## src/rtl/dport_sram_bridge.sv

```systemverilog
// Core data-port to single-port SRAM bridge: checks alignment and range, places
// byte lanes, and returns one in-order response per request through a small FIFO.
module dport_sram_bridge #(
    parameter int C_ADDR_WIDTH  = 12,
    parameter int C_RSP_DEPTH_X = 2
) (
    input  logic                    clk_i,
    input  logic                    resetb_i,
    input  logic                    clk_en_i,
    output logic                    dreqready_o,
    input  logic                    dreqvalid_i,
    input  logic [1:0]              dreqsize_i,
    input  logic                    dreqwrite_i,
    input  logic [1:0]              dreqhpl_i,
    input  logic [31:0]             dreqaddr_i,
    input  logic [31:0]             dreqdata_i,
    input  logic                    drspready_i,
    output logic                    drspvalid_o,
    output logic                    drsprerr_o,
    output logic                    drspwerr_o,
    output logic [31:0]             drspdata_o,
    output logic                    sram_en_o,
    output logic                    sram_wr_o,
    output logic [3:0]              sram_be_o,
    output logic [C_ADDR_WIDTH-1:0] sram_addr_o,
    output logic [31:0]             sram_wdata_o,
    input  logic [31:0]             sram_rdata_i
);
    localparam int DEPTH = 1 << C_RSP_DEPTH_X;
    localparam int PW    = C_RSP_DEPTH_X;
    localparam int CW    = C_RSP_DEPTH_X + 1;
    localparam logic [CW:0] DEPTH_V = (CW+1)'(DEPTH);

    typedef struct packed {
        logic        rerr;
        logic        werr;
        logic [31:0] data;
    } rsp_t;

    logic [CW-1:0] fifo_count;
    logic [PW-1:0] wptr, rptr;
    rsp_t          fifo_mem [DEPTH];
    rsp_t          push_ent, head;

    logic       s1_valid, s1_write, s1_err;
    logic [1:0] s1_size, s1_lane;

    logic        acc, req_err, push, pop;
    logic [CW:0] occ;
    logic [3:0]  be_raw;
    logic [31:0] wdata_raw, rd_shift, rd_fmt;

    // Privilege level travels with the request but is not checked here.
    logic unused_hpl;
    assign unused_hpl = ^dreqhpl_i;

    // Occupancy counts the response still in s1; a same-cycle pop is not credited.
    assign occ         = {1'b0, fifo_count} + (CW+1)'(s1_valid);
    assign dreqready_o = clk_en_i & (occ < DEPTH_V);
    assign acc         = dreqvalid_i & dreqready_o;

    assign req_err = (dreqsize_i == 2'd3)
                   | ((dreqsize_i == 2'd1) & dreqaddr_i[0])
                   | ((dreqsize_i == 2'd2) & (|dreqaddr_i[1:0]))
                   | (|dreqaddr_i[31:C_ADDR_WIDTH+2]);

    always_comb begin
        be_raw    = 4'b1111;
        wdata_raw = dreqdata_i;
        unique case (dreqsize_i)
            2'd0: begin
                be_raw    = 4'b0001 << dreqaddr_i[1:0];
                wdata_raw = {4{dreqdata_i[7:0]}};
            end
            2'd1: begin
                be_raw    = 4'b0011 << dreqaddr_i[1:0];
                wdata_raw = {2{dreqdata_i[15:0]}};
            end
            default: ;
        endcase
    end

    assign sram_en_o    = acc & ~req_err;
    assign sram_wr_o    = sram_en_o & dreqwrite_i;
    assign sram_be_o    = sram_en_o ? be_raw : 4'b0000;
    assign sram_addr_o  = sram_en_o ? dreqaddr_i[C_ADDR_WIDTH+1:2] : '0;
    assign sram_wdata_o = sram_wr_o ? wdata_raw : 32'h0;

    always_ff @(posedge clk_i or negedge resetb_i) begin
        if (!resetb_i) begin
            s1_valid <= 1'b0;
            s1_write <= 1'b0;
            s1_err   <= 1'b0;
            s1_size  <= 2'd0;
            s1_lane  <= 2'd0;
        end else if (clk_en_i) begin
            s1_valid <= acc;
            if (acc) begin
                s1_write <= dreqwrite_i;
                s1_err   <= req_err;
                s1_size  <= dreqsize_i;
                s1_lane  <= dreqaddr_i[1:0];
            end
        end
    end

    // SRAM read data arrives one edge after the access; right-align and zero-extend.
    assign rd_shift = sram_rdata_i >> {s1_lane, 3'b000};

    always_comb begin
        rd_fmt = rd_shift;
        unique case (s1_size)
            2'd0:    rd_fmt = {24'h0, rd_shift[7:0]};
            2'd1:    rd_fmt = {16'h0, rd_shift[15:0]};
            default: ;
        endcase
    end

    always_comb begin
        push_ent = '0;
        if (s1_err) begin
            push_ent.rerr = ~s1_write;
            push_ent.werr = s1_write;
        end else if (!s1_write) begin
            push_ent.data = rd_fmt;
        end
    end

    assign push = clk_en_i & s1_valid;
    assign pop  = drspvalid_o & drspready_i;

    always_ff @(posedge clk_i) begin
        if (push) fifo_mem[wptr] <= push_ent;
    end

    always_ff @(posedge clk_i or negedge resetb_i) begin
        if (!resetb_i) begin
            wptr       <= '0;
            rptr       <= '0;
            fifo_count <= '0;
        end else begin
            if (push) wptr <= wptr + PW'(1);
            if (pop)  rptr <= rptr + PW'(1);
            unique case ({push, pop})
                2'b10:   fifo_count <= fifo_count + CW'(1);
                2'b01:   fifo_count <= fifo_count - CW'(1);
                default: ;
            endcase
        end
    end

    assign head        = fifo_mem[rptr];
    assign drspvalid_o = clk_en_i & (fifo_count != '0);
    assign drsprerr_o  = drspvalid_o & head.rerr;
    assign drspwerr_o  = drspvalid_o & head.werr;
    assign drspdata_o  = drspvalid_o ? head.data : 32'h0;

endmodule

```

## config.mk

```make
export PLATFORM = sky130hd
export DESIGN_NAME = dport_sram_bridge
export DESIGN_NICKNAME = d
export VERILOG_FILES = /design/src/rtl/dport_sram_bridge.sv
export SDC_FILE = /design/constraint.sdc
export NUM_CORES = 1
export LEC_CHECK = 0
export CORE_MARGIN = 10
export CORE_UTILIZATION = 30
export DETAILED_ROUTE_END_ITERATION = 16
export PLACE_DENSITY = 0.58
export SLEW_MARGIN = 20
export SYNTH_ARGS = -nofsm -noshare
export SYNTH_HDL_FRONTEND = slang
export SYNTH_SLANG_ARGS = --single-unit
```

## constraint.sdc

```tcl
create_clock -name clk_i -period 4.6 [get_ports clk_i]
set_input_delay 0.92 -clock clk_i [delete_from_list [all_inputs] [get_ports clk_i]]
set_output_delay 0.92 -clock clk_i [all_outputs]
set_load 0.005 [all_outputs]
```

==> results of run 1 <==
[routing by layer]
metal | share of wire | up-vias | global-route usage
met2 | 0.48 | 227 | 0.2226
met4 | 0.016 | 2 | 0.03809
met1 | 0.41 | 2631 | 0.1556
li1 | - | 2471 | -
met3 | 0.099 | 20 | 0.05945
met5 | 0.00057 | - | 0
[power groups by stage]
stage | logic (mW) | registers [mW] | clock network, mW
final | 1.45 | 1.82 | 1.35
after global routing | 1.58 | 1.85 | 1.44
after CTS | 1.49 | 1.82 | 1.38
after detailed placement | 1.48 | 1.85 | 0
after global placement | 1.46 | 1.84 | 0
after floorplan | 1.02 | 1.70 | 0
[worst min path at each step]
| stage | from | to | cells past startpoint |
|---|---|---|---|
| after floorplan | fifo_count[2]$_DFFE_PN0P_ | fifo_count[2]$_DFFE_PN0P_ | 1 |
| after global placement | fifo_count[2]$_DFFE_PN0P_ | fifo_count[2]$_DFFE_PN0P_ | 1 |
| after detailed placement | fifo_count[2]$_DFFE_PN0P_ | fifo_count[2]$_DFFE_PN0P_ | 1 |
| after CTS | fifo_count[2]$_DFFE_PN0P_ | fifo_count[2]$_DFFE_PN0P_ | 1 |
| after global routing | fifo_count[2]$_DFFE_PN0P_ | fifo_count[2]$_DFFE_PN0P_ | 1 |
| final | fifo_count[2]$_DFFE_PN0P_ | fifo_count[2]$_DFFE_PN0P_ | 1 |
[area by class of cell]
| type | count | area share |
|---|---|---|
| inverters | 19 | 0.006599 |
| repair buffers | 218 | 0.1970 |
| multi-input cells | 330 | 0.2930 |
| clock buffers | 18 | 0.03971 |
| clock inverters | 14 | 0.01447 |
| flip-flops and latches | 150 | 0.4104 |
| well taps | 335 | 0.03878 |
[state kept, by name, indices dropped and copies added (netlist names)]
name        cells
wptr            2
s1_valid        1
rptr            2
s1_write        1
s1_err          1
fifo_count      3
s1_size         2
fifo_mem      136
s1_lane         2
[layout by cell type, fill, tap and decap left out, drive strengths merged, types with 4 or more instances in the layout]
master | netlist | final
edfxtp | 136 | 136
and3 | 4 | 4
clkbuf | 17 | 18
nor4 | 44 | 44
nor2 | 13 | 13
a21oi | 11 | 11
inv | 19 | 27
mux2 | 13 | 13
nand3 | 4 | 4
o21a | 8 | 8
mux4 | 34 | 34
clkdlybuf4s50 | 0 | 188
ha | 5 | 5
dfrtp | 14 | 14
nor3b | 8 | 8
mux2i | 25 | 25
and2 | 45 | 45
nand2 | 35 | 35
or2 | 10 | 10
buf | 30 | 30
nor2b | 10 | 10
a211oi | 16 | 16
o21ai | 17 | 17
nor4b | 8 | 8
[through the flow]
step	instances	setup slack (ps)	total power, mW	hold WS [ps]
floorplan	546	1761	2.721	457.1
global placement	1052	354.1	3.306	476.0
detailed placement	1052	309.9	3.335	489.9
CTS	1084	272.5	4.691	502.8
global route	1084	151.2	4.871	547.9
finish	1084	251.8	4.620	503.7
[kinds of logic after synthesis]
| group | after synthesis | share of synthesized area |
|---|---|---|
| buf+inv | 66 | 0.04496 |
| compound gates | 60 | 0.05267 |
| xor+xnor | 6 | 0.006604 |
| simple gates | 186 | 0.1822 |
| flops | 150 | 0.5571 |
| mux | 72 | 0.1460 |
| fa+ha+maj | 6 | 0.01038 |
==> metrics.md, run 1 <==
| Metric | Value |
|---|---|
| Rel. slew slack | 0.3268 |
| Clock Power Share | 0.292 |
| R2R Path Start | s1_lane[1]$_DFFE_PN0P_ |
| WL final | between 20 and 25 mm |
| I/O pins | around 190 |
| Fillers | approximately 2400 |
| Antenna viol nets, final | 0 |
| GR Overflow Total | 0 |
| Psw | ~1.4 mW |
| Largest net degree at the start of global routing | 45 |
| Synth cell types | 48 |
| Crit path top cell by count | clkdlybuf4s50_1 |
| Synthesized area per cell | between 10 and 15 um^2 |
| Critical path buffer and inverter count | 3 |
| Slowest-stage cell, CP | clkdlybuf4s50_1 |
| Starting density of the core | 0.3054 |
| Pins over their slew limit | 0 |
| Chip width | around 180 um |
| Vias per cell | just under 5 |
| Flop2flop setup slack | about 2100 ps |
| Hold buffers post-CTS | 0 |
| Detailed Routing Iterations Pass 1 | 4 |
| RSZ-0062 raised after global routing | no |
| # Max-Cap Violations | 0 |
| Synth top area share | 0.5131 |
| Fin. Hold Viols | 0 |
| Setup Viol. Count Final | 0 |
| Switching Share | 0.3024 |
| R2R depth | 3 |
| Worst Tran Pin Value | around 1000 ps |
| Finished Core Util | 0.4148 |
| Comb power frac | 0.314 |
| Crit Path Max Fanout | 16 |
| IO Port Bufs | 189 |
| Seq pwr share | 0.394 |
| Multi-input logic area | 0.003167 mm^2 |
| Initial DRC count | about 300 |
| Commonest cells post-synth | edfxtp_1 (136), and2_1 (45), nor4_2 (40) |
| Top delay family on crit path | buffers and inverters |
| Rows | between 50 and 60 |
| Period utilisation layout | 0.9453 |
| Post-route cell area | 0.01081 mm^2 |
| Levels on crit path | 6 |
| Setup bufs post-CTS | 0 |
| Int Pwr | ~3.2 mW |
| Area growth syn-to-layout | 35.80% |
| Setup crit end | sram_be_o[1] |
| Via count of the routed design | roughly 5400 |
| Crit path arrival time | around 3400 ps |
| Clock Tree Buf Depth | 2 |
| H-tree depth | 4 |
| Drc violations | 0 |
| Fin Setup TNS | 0 ps |
| Outcome | complete, no violations |
| Reg area | ~0.0044 mm^2 |
| Crit path kind | in -> out |
| Clock tree sinks | 150 |
| FF+latch count, synth | 150 |
| Crit path cell chain | clkdlybuf4s50_1, nor4_1, nand3_2, buf_4, nor4_2, clkdlybuf4s50_1 |
| GP Congestion | approximately 0.87 |
| Wire per inst | between 20 and 25 um |
| Share of layout cells above drive strength 1 | 0.2270 |
| Sequential area share after synthesis | 0.5571 |
| Post-CTS Resized | 0 |
| Clock Skews | 9.148 ps |
| Pleak | 3.572 nW |
| Cts bufs inserted | 17 |
| FFs w/ async S/R, synth | 0.09333 |
| Pwr dens | between 400 and 500 mW/mm^2 |
| Worst skew pair latency | between 400 and 500 ps |
| Worst Hold Class | reg -> reg |
| Dpl hpwl | approximately 17 mm |
| Syn_nets | around 660 |
| Endpoint type of the worst setup path | output port |
| Placeable Area | approximately 0.026 mm^2 |
| Cell count after synthesis | about 550 |
| Synth Warn # | 0 |
| Die footprint | about 0.033 mm^2 |
| Number of flops mapped to enable cells by yosys | 136 |
| Reg-to-reg endpoint | fifo_mem[2][9]$_DFFE_PP_ |
| CTS tree | built |
| Worst Path Required | around 3700 ps |
| Ys flop type | edfxtp_1 |
| FMAX | about 0.23 GHz |
| Final layout net count | 848 |
| Die H | roughly 180 um |
| Vias in the first global route | approximately 6000 |
| Initial antenna violation count | 1 |
| Most common cell in the netlist | edfxtp_1 |
| Worst Setup SP | dreqaddr_i[18] |
| Synth top area cells | edfxtp_1 (51%), mux4_2 (9.6%), nor4_2 (6.3%) |
| Clock slew at reported path FFs | 70 ps |
| Netlist Area Pre-Place | approximately 0.0080 mm^2 |
| CP peak stage delay | approximately 600 ps |
| CTS root buffer | clkbuf_16 |
| ANT cells | 0 |
| Final min period | 4348 ps |
| Peak supply drop | 0.2767 mV |
| DP Area | roughly 0.010 mm^2 |
| First-pass GRT wire length | roughly 35 mm |
| Startpoint Class | input pin |
| GRT Util Overall | 0.1347 |
| Post-synth top area cell | edfxtp_1 |
Power figures use the tool's default switching activity.
==> inputs of run 2 (changes only) <==
--- a/config.mk
+++ b/config.mk
@@ -9,7 +9,7 @@
 export CORE_UTILIZATION = 30
 export DETAILED_ROUTE_END_ITERATION = 16
 export PLACE_DENSITY = 0.58
-export SLEW_MARGIN = 20
+export SLEW_MARGIN = 15
 export SYNTH_ARGS = -nofsm -noshare
 export SYNTH_HDL_FRONTEND = slang
 export SYNTH_SLANG_ARGS = --single-unit
==> results of run 2 <==
Same layout as run 1: the final DEF is identical, and so are final timing and power.
